$ cat src/rtl/mips_pkg.sv
// Shared fetch-path widths and the {pc, instr} entry handed from fetch to decode.
package mips_pkg;

  localparam int ADDR_W  = 32;
  localparam int INSTR_W = 32;

  typedef struct packed {
    logic [ADDR_W-1:0]  pc;
    logic [INSTR_W-1:0] instr;
  } fetch_entry_t;

endpackage

$ cat src/rtl/sync_fifo.sv
// Single-clock FIFO with synchronous clear; head word is read straight from the
// storage registers. Callers must not push when full.
module sync_fifo #(
  parameter int WIDTH = 32,
  parameter int DEPTH = 2
) (
  input  logic                       clk,
  input  logic                       rst,
  input  logic                       clear,
  input  logic                       push,
  input  logic [WIDTH-1:0]           wdata,
  input  logic                       pop,
  output logic [WIDTH-1:0]           rdata,
  output logic [$clog2(DEPTH+1)-1:0] count
);

  localparam int PTR_W = $clog2(DEPTH);
  localparam int CNT_W = $clog2(DEPTH+1);
  localparam logic [PTR_W-1:0] PTR_ONE = PTR_W'(1);
  localparam logic [CNT_W-1:0] CNT_ONE = CNT_W'(1);

  logic [WIDTH-1:0] mem [DEPTH];
  logic [PTR_W-1:0] wr_ptr, rd_ptr;
  logic [CNT_W-1:0] count_nxt;
  logic             do_push, do_pop;

  assign do_push = push && !clear;
  assign do_pop  = pop && !clear && (count != '0);
  assign rdata   = mem[rd_ptr];

  always_comb begin
    // NOTE: default first so every path assigns count_nxt and no latch is inferred.
    count_nxt = count;
    if (do_push && !do_pop)      count_nxt = count + CNT_ONE;
    else if (do_pop && !do_push) count_nxt = count - CNT_ONE;
  end

  always_ff @(posedge clk or posedge rst) begin
    if (rst) begin
      wr_ptr <= '0;
      rd_ptr <= '0;
      count  <= '0;
    end else if (clear) begin
      wr_ptr <= '0;
      rd_ptr <= '0;
      count  <= '0;
    end else begin
      if (do_push) wr_ptr <= wr_ptr + PTR_ONE;
      if (do_pop)  rd_ptr <= rd_ptr + PTR_ONE;
      count <= count_nxt;
    end
  end

  // NOTE: storage is not reset; count guards every read, so stale words are never consumed.
  always_ff @(posedge clk) begin
    if (do_push) mem[wr_ptr] <= wdata;
  end

endmodule

$ cat src/rtl/instr_fetch_queue.sv
// Fetch stage: issues instruction-memory reads for the current PC under a credit
// limit and queues {pc, instr} pairs for decode; redirects drop stale responses.
module instr_fetch_queue
  import mips_pkg::*;
#(
  parameter int DEPTH = 2
) (
  input  logic               clk,
  input  logic               rst,
  input  logic [ADDR_W-1:0]  pc_i,
  output logic               pc_advance_o,
  input  logic               flush_i,
  output logic               imem_req_o,
  output logic [ADDR_W-1:0]  imem_addr_o,
  input  logic               imem_gnt_i,
  input  logic               imem_rvalid_i,
  input  logic [INSTR_W-1:0] imem_rdata_i,
  output logic               if_valid_o,
  output logic [INSTR_W-1:0] if_instr_o,
  output logic [ADDR_W-1:0]  if_pc_o,
  input  logic               if_ready_i
);

  localparam int CNT_W = $clog2(DEPTH+1);
  localparam logic [CNT_W:0]   CREDITS = (CNT_W+1)'(DEPTH);
  localparam logic [CNT_W-1:0] CNT_ONE = CNT_W'(1);

  logic [CNT_W-1:0] occupancy, outstanding, drop_cnt;
  logic [CNT_W:0]   credits_used;
  logic [ADDR_W-1:0] tag_pc;
  fetch_entry_t     head, rsp_entry;
  logic             rsp_valid, rsp_keep, pop;

  // Queued plus in-flight fetches may never exceed DEPTH, so a response always has room.
  assign credits_used = {1'b0, occupancy} + {1'b0, outstanding};
  assign imem_req_o   = !rst && !flush_i && (credits_used < CREDITS);
  assign pc_advance_o = imem_req_o && imem_gnt_i;
  assign imem_addr_o  = {pc_i[ADDR_W-1:2], 2'b00};

  assign rsp_valid = imem_rvalid_i && (outstanding != '0);
  assign rsp_keep  = rsp_valid && (drop_cnt == '0) && !flush_i;
  assign rsp_entry = '{pc: tag_pc, instr: imem_rdata_i};

  assign if_valid_o = (occupancy != '0);
  assign pop        = if_valid_o && if_ready_i && !flush_i;
  assign if_instr_o = if_valid_o ? head.instr : '0;
  assign if_pc_o    = if_valid_o ? head.pc    : '0;

  sync_fifo #(.WIDTH(ADDR_W), .DEPTH(DEPTH)) u_tag_fifo (
    .clk   (clk),
    .rst   (rst),
    .clear (1'b0),
    .push  (pc_advance_o),
    .wdata (pc_i),
    .pop   (rsp_valid),
    .rdata (tag_pc),
    .count (outstanding)
  );

  sync_fifo #(.WIDTH($bits(fetch_entry_t)), .DEPTH(DEPTH)) u_instr_fifo (
    .clk   (clk),
    .rst   (rst),
    .clear (flush_i),
    .push  (rsp_keep),
    .wdata (rsp_entry),
    .pop   (pop),
    .rdata (head),
    .count (occupancy)
  );

  // Responses still in flight at a redirect belong to the old path and are discarded.
  always_ff @(posedge clk or posedge rst) begin
    if (rst) begin
      drop_cnt <= '0;
    end else if (flush_i) begin
      // NOTE: non-blocking so every reader this cycle sees the pre-edge drop_cnt.
      drop_cnt <= rsp_valid ? (outstanding - CNT_ONE) : outstanding;
    end else if (rsp_valid && (drop_cnt != '0)) begin
      drop_cnt <= drop_cnt - CNT_ONE;
    end
  end

  a_rvalid_has_tag: assert property (@(posedge clk) disable iff (rst)
    imem_rvalid_i |-> (outstanding != '0));

endmodule
$ cat config.mk
export PLATFORM = sky130hd
export DESIGN_NAME = instr_fetch_queue
export DESIGN_NICKNAME = d
export VERILOG_FILES = /design/src/rtl/mips_pkg.sv /design/src/rtl/sync_fifo.sv /design/src/rtl/instr_fetch_queue.sv
export SDC_FILE = /design/constraint.sdc
export NUM_CORES = 1
export LEC_CHECK = 0
export CAP_MARGIN = 0
export CORE_AREA = 3 3 125 127
export DETAILED_ROUTE_END_ITERATION = 10
export DIE_AREA = 0 0 128 130
export PLACE_DENSITY = 0.87
export SLEW_MARGIN = 5
export SYNTH_ARGS = -nofsm -noshare
export SYNTH_HDL_FRONTEND = slang
export SYNTH_SLANG_ARGS = --single-unit
$ cat constraint.sdc
create_clock -name clk -period 11.1 [get_ports clk]
set_input_delay 2.22 -clock clk [delete_from_list [all_inputs] [get_ports clk]]
set_output_delay 2.22 -clock clk [all_outputs]
set_load 0.01 [all_outputs]
==> results of run 1 <==
-- cells in the final DEF (no fill, tap or decap), types with 2 or more instances in the layout --
cell type,instances
buf_4,4
mux2_2,33
clkinv_1,4
nand2_1,3
inv_1,8
edfxtp_1,192
nor2b_1,2
dfrtp_1,9
xor2_1,2
clkbuf_16,21
nor2_4,4
o21ai_0,2
nor2_1,66
nand2b_1,2
conb_1,2
clkinv_2,6
clkdlybuf4s50_1,166
mux2i_1,68
clkbuf_1,3
bufinv_16,3
xnor2_1,6
ha_1,3
-- sequential cells by signal, indices dropped and copies added (netlist names) --
| name | cells |
|---|---|
| drop_cnt | 2 |
| u_tag_fifo.wr_ptr | 1 |
| u_tag_fifo.rd_ptr | 1 |
| u_tag_fifo.count | 2 |
| u_instr_fifo.wr_ptr | 1 |
| u_tag_fifo.mem | 64 |
| u_instr_fifo.rd_ptr | 1 |
| u_instr_fifo.count | 2 |
| u_instr_fifo.mem | 128 |
-- final timing paths --
kind | startpoint | endpoint | slack, ns | cells after the start
setup reg to reg | u_instr_fifo.count[0] | u_tag_fifo.mem[0][28] | 8.21 | 5
hold reg to reg | u_tag_fifo.count[0] | u_tag_fifo.count[0] | 0.52 | 1
min in group asynchronous | rst | u_tag_fifo.wr_ptr | 2.12 | 2
max in group asynchronous | rst | u_instr_fifo.rd_ptr | 8.66 | 2
hold / removal | u_tag_fifo.count[0] | u_tag_fifo.count[0] | 0.52 | 1
setup / recovery | flush_i | pc_advance_o | 4.87 | 5
-- logic make-up after synthesis --
| logic type | share of synthesized area (%) |
|---|---|
| AOI/OAI and AO/OA | 0.375 |
| xor gates and xnor gates | 0.875 |
| adders and majority gates | 0.719 |
| buffers and inverters | 4.88 |
| DFF | 75.1 |
| muxes | 13.3 |
| other | 0.0468 |
| and+or+nand+nor | 4.64 |
-- power by group through the flow --
stage | clock (uW) | sequential, uW | combinational, uW
floorplan | 0 | 947 | 245
global placement | 0 | 969 | 342
detailed placement | 0 | 973 | 357
CTS | 693 | 958 | 360
global route | 728 | 962 | 385
finish | 679 | 956 | 353
-- layout make-up --
type,instances,area [um2]
sequential,202,6020
fill,932,4260
timing repair buffer,170,1690
multi-input combinational,204,1640
clock buffer,24,537
tap,184,230
clock inverter,13,135
inverter,8,30.0
-- through the flow --
stage,hold WS (ns),cells,instance area (um2)
6_report,0.519,805,10300
5_1_grt,0.548,805,10300
4_1_cts,0.506,805,10300
3_5_place_dp,0.497,768,9610
3_3_place_gp,0.484,768,9610
2_1_floorplan,0.460,466,8010
-- layer usage --
layer | part of all wire [%] | wire, um
met1 | 39 | 5830
met2 | 54 | 8150
met3 | 6.1 | 917
met4 | 1.5 | 222
met5 | 0 | 0
==> flow_summary_export.csv, run 1 <==
group,metric,value,unit
critical_path,path_buf_inv,3,
clock_tree,cts_max_level,1,
sta,post-route-period-util,56.1,%
die,coreArea,0.0145,mm2
sta,finalSetupViolations,0,
critical_path,path_common_cell,"clkdlybuf4s50_1",
critical_path,path_cells,"clkdlybuf4s50_1 > nor4_4 > nand2_1 > inv_1 > clkdlybuf4s50_1",
cells_and_area,final_net_count,681,
grt,grt_overflow_total,0,
power,seq_power_share,48.1,%
sta,setup_tns,0,ns
cells_and_area,drive_gt1_share,12.4,%
yosys,synthCells,465,
sta,slew_viol_final,0,
route,num_vias,4197,
clock_tree,cts_tree,"yes",
power,power,1990,uW
grt,grt_pass1_vias,4526,
yosys,netlist-cell-type-count,29,
cells_and_area,fin_util,70.7,%
sta,hold_viol,0,
sta,rsz0062_at_grt,"false",
yosys,synth_common_cells,"192 x edfxtp_1, 70 x nor2_1, 68 x mux2i_1, 38 x buf_4, 33 x mux2_2",
yosys,synth.top_cell.area_share,72.0,%
route,ant_nets,0,
yosys,synth_seq_cells,202,
critical_path,critical_path_class,"input pin to primary output",
clock_tree,worstSkewPairLatency,0.48,ns
route,wl_per_cell,18.8,um
place,place_congestion,0.751,
sta,setup_slack,4.87,ns
place,io_buffers,166,
sta,timing.fmax,0.161,GHz
critical_path,cpPeakStageDelay,0.61,ns
sta,tightest_slew,1.14,ns
route,dr.pass1.iters,4,
route,drc_errors,0,
die,dieArea,0.0166,mm2
power,switching_share,23.7,%
clock_tree,clk_pin_slew,0.06,ns
grt,grt_max_degree,66,
power,power_frac_clock,34.1,%
grt,grt_use_met1,21.0,%
yosys,ys_dominant_reg_cell,"edfxtp_1",
clock_tree,cts_made_buffers,21,
yosys,post_synth_instance_area,0.00801,mm2
critical_path,startpoint_type,"input pin",
critical_path,critPathTopFamily,"buffers and inverters",
cells_and_area,antenna_cells,0,
yosys,ys_async_sr_fraction,4.95,%
clock_tree,holdBufCountCts,0,
route,viasPerCell,5.21,
grt,grt_pass1_wl,23400,um
grt,use_met2,34.3,%
grt,gr-max-usage-layer,"met2",
grt,globalRouteMet3Util,3.44,%
clock_tree,cts_root_buffer,"clkbuf_16",
clock_tree,cts.repair.resized,0,
power,p_per_area,194,mW/mm2
yosys,yosysMostFrequentCell,"edfxtp_1",
status,outcome,"finished clean",
die,fp-row-count,44,
critical_path,cp-end-kind,"primary output",
sta,clock_skew,0.0104,ns
place,dp_slack,4.89,ns
clock_tree,cts_max_path_buffers,3,
yosys,synth.largest_area_cell,"edfxtp_1",
cells_and_area,areaGrowthSynthToFinish,28.4,%
hold_path,min_path_type,"flop to flop",
die,die_x,128,um
yosys,yosys_warnings,0,
yosys,yosysSeqAreaShare,75.1,%
yosys,postSynthAreaPerCell,17.2,um2
route,drt-total-wl,15100,um
critical_path,worstPathRequired,8.88,ns
clock_tree,numClockSinks,202,
sta,period_minus_slack,6.23,ns
place,dp_hpwl,9500,um
run,drv_cap,0,
critical_path,critPathArrivalTime,4.01,ns
power,vdd_ir_drop_max,0.149,mV
power,switchingPower,472,uW
die,die_y,130,um
power,pwr-share-comb,17.8,%
yosys,synth_enable_flop_cells,192,
die,ioPinCount,169,
grt,grt.total_usage,17.9,%
yosys,netlist_top_cells_area,"edfxtp_1 72%, mux2i_1 8.5%, mux2_2 4.6%",
grt,antenna_found_initial,0,
sta,slew_headroom,23.7,%
power,p_leak,0.00338,uW
critical_path,crit_slowest_cell,"clkdlybuf4s50_1",
power,p_int,1520,uW
die,start_util,55.1,%
clock_tree,post_cts_buffers,0,
route,drt_iter0_markers,246,
critical_path,path_max_fanout,8,
No activity file was read; power rests on OpenSTA's default activity.
==> inputs of run 2 (changes only) <==
Settings changed: CORE_AREA 3 3 125 127 to 3 3 136 138, DIE_AREA 0 0 128 130 to 0 0 139 141, PLACE_DENSITY 0.87 to 0.79.
Clock period 11.1 ns to 5.4 ns, I/O delays scaled along.
==> flow_summary_export.csv, run 2 (synthesized netlist as in run 1, its figures left out) <==
group,metric,value,unit
status,outcome,"finished clean",
clock_tree,holdBufCountCts,0,
sta,slew_viol_final,0,
grt,grt.total_usage,14.5,%
sta,clock_skew,0.0121,ns
sta,finalSetupViolations,0,
power,switching_share,24.3,%
place,place_inst,809,
cells_and_area,final_cell_mix,"192 x edfxtp_1, 166 x clkdlybuf4s50_1, 68 x mux2i_1",
power,p_leak,0.00336,uW
route,dr.pass1.iters,4,
critical_path,cp-end-kind,"primary output",
critical_path,path_max_fanout,8,
place,io_buffers,166,
clock_tree,post_cts_buffers,0,
grt,antenna_found_initial,0,
clock_tree,numClockSinks,202,
cells_and_area,areaGrowthSynthToFinish,28.9,%
die,ioPinCount,169,
die,dieArea,0.0196,mm2
power,seq_power_share,49.0,%
sta,timing.fmax,0.254,GHz
clock_tree,cts_root_buffer,"clkbuf_16",
route,wl_per_cell,16.9,um
route,drt-total-wl,14300,um
run,drv_cap,0,
die,die_x,139,um
critical_path,r2r_setup_slack,2.53,ns
critical_path,critical_path_class,"input pin to primary output",
route,ant_nets,0,
sta,period_minus_slack,3.94,ns
cells_and_area,largestRegisters,"u_instr_fifo.mem: 128 flops, u_tag_fifo.mem: 64 flops",
power,power_frac_clock,32.9,%
cells_and_area,finalNonFillerCells,848,
power,pwr-share-comb,18.1,%
power,p_per_area,388,mW/mm2
critical_path,path_common_cell,"clkdlybuf4s50_1",
critical_path,cpPeakStageDelay,0.60,ns
sta,post-route-period-util,73.0,%
grt,grt_pass1_vias,4385,
cells_and_area,final_net_count,681,
grt,grt_max_degree,66,
place,place_congestion,0.748,
clock_tree,worstSkewPairLatency,0.49,ns
sta,tightest_slew,1.16,ns
power,vdd_ir_drop_max,0.231,mV
place,dp_hpwl,8840,um
cells_and_area,regMostFlops,"u_instr_fifo.mem",
critical_path,worstPathRequired,4.32,ns
sta,setup_tns,0,ns
clock_tree,cts_max_path_buffers,3,
die,fp-row-count,48,
clock_tree,cts_max_level,1,
grt,grt_pass1_wl,22700,um
grt,grt_overflow_total,0,
route,drt_iter0_markers,136,
critical_path,startpoint_type,"input pin",
critical_path,path_cells,"clkdlybuf4s50_1 > nor4_4 > nand2_1 > inv_1 > clkdlybuf4s50_1",
cells_and_area,largest_register_ffs,128,
die,die_y,141,um
cells_and_area,drive_gt1_share,12.2,%
power,switchingPower,974,uW
clock_tree,cts_tree,"yes",
clock_tree,cts_made_buffers,21,
sta,slew_headroom,22.9,%
sta,rsz0062_at_grt,"false",
clock_tree,cts.repair.resized,0,
route,num_vias,4110,
route,viasPerCell,4.85,
critical_path,critPathArrivalTime,2.86,ns
critical_path,crit_slowest_cell,"clkdlybuf4s50_1",
sta,hold_viol,0,
die,start_util,46.3,%
clock_tree,clk_pin_slew,0.06,ns
cells_and_area,final_common_cell,"edfxtp_1",
hold_path,min_path_type,"flop to flop",
die,coreArea,0.0173,mm2
route,drc_errors,0,
power,p_int,3030,uW
[run 2: cell count changes in the layout (fill, tap and decap cells not counted)]
cell,delta
buf_4,-2
diode_2,+1
bufinv_16,-2
clkinv_1,+1
clkbuf_1,+1
buf_12,+2
inv_6,+2
clkinv_2,-1
[run 2: layer usage]
layer	up-vias	share of wire, %	GRT usage (%)
li1	1959	-	-
met1	1975	41	17.7
met2	140	50	25.9
met3	36	6.1	3.26
met4	0	2.4	4.12
met5	-	0	0
[run 2: path summary, 6_finish.rpt]
path | depth (start not counted) | end | from
min reg2reg | 1 | u_tag_fifo.count[0] | u_tag_fifo.count[0]
max | 5 | pc_advance_o | flush_i
max reg2reg | 5 | u_tag_fifo.mem[0][26] | u_instr_fifo.count[0]
min in group asynchronous | 2 | u_tag_fifo.rd_ptr | rst
min | 1 | u_tag_fifo.count[0] | u_tag_fifo.count[0]
max in group asynchronous | 2 | u_instr_fifo.rd_ptr | rst
[run 2: final cells by class]
class                   count  area, um2
clock buffers              25        541
flip-flops and latches    202       6020
diodes                      1       2.50
multi-input cells         204       1640
fillers                  1290       6980
inverters                   8       30.0
repair buffers            170       1720
clock inverters            13       91.3
well taps                 225        282
[run 2: power by group through the flow]
stage | clock (uW) | combinational (uW) | sequential, uW
finish | 1320 | 726 | 1960
floorplan | 0 | 504 | 1950
detailed placement | 0 | 735 | 2000
global placement | 0 | 710 | 1990
CTS | 1360 | 740 | 1970
global route | 1420 | 795 | 1980
[run 2: stage by stage]
stage	hold slack, ns	instance area [um2]	power (uW)	setup WS, ns	utilization, %
floorplan	0.460	8010	2450	0.727	-
global placement	0.486	9680	2700	1.52	56.0
detailed placement	0.494	9680	2730	1.44	56.0
CTS	0.504	10300	4070	1.44	59.6
global route	0.536	10300	4190	1.29	59.6
finish	0.511	10300	4010	1.46	59.6
[run 2: critical path, delay by kind of cell]
kind                   cells  cell delay, ns
buffers and inverters      3            1.25
AND/OR/NAND/NOR            2            0.52
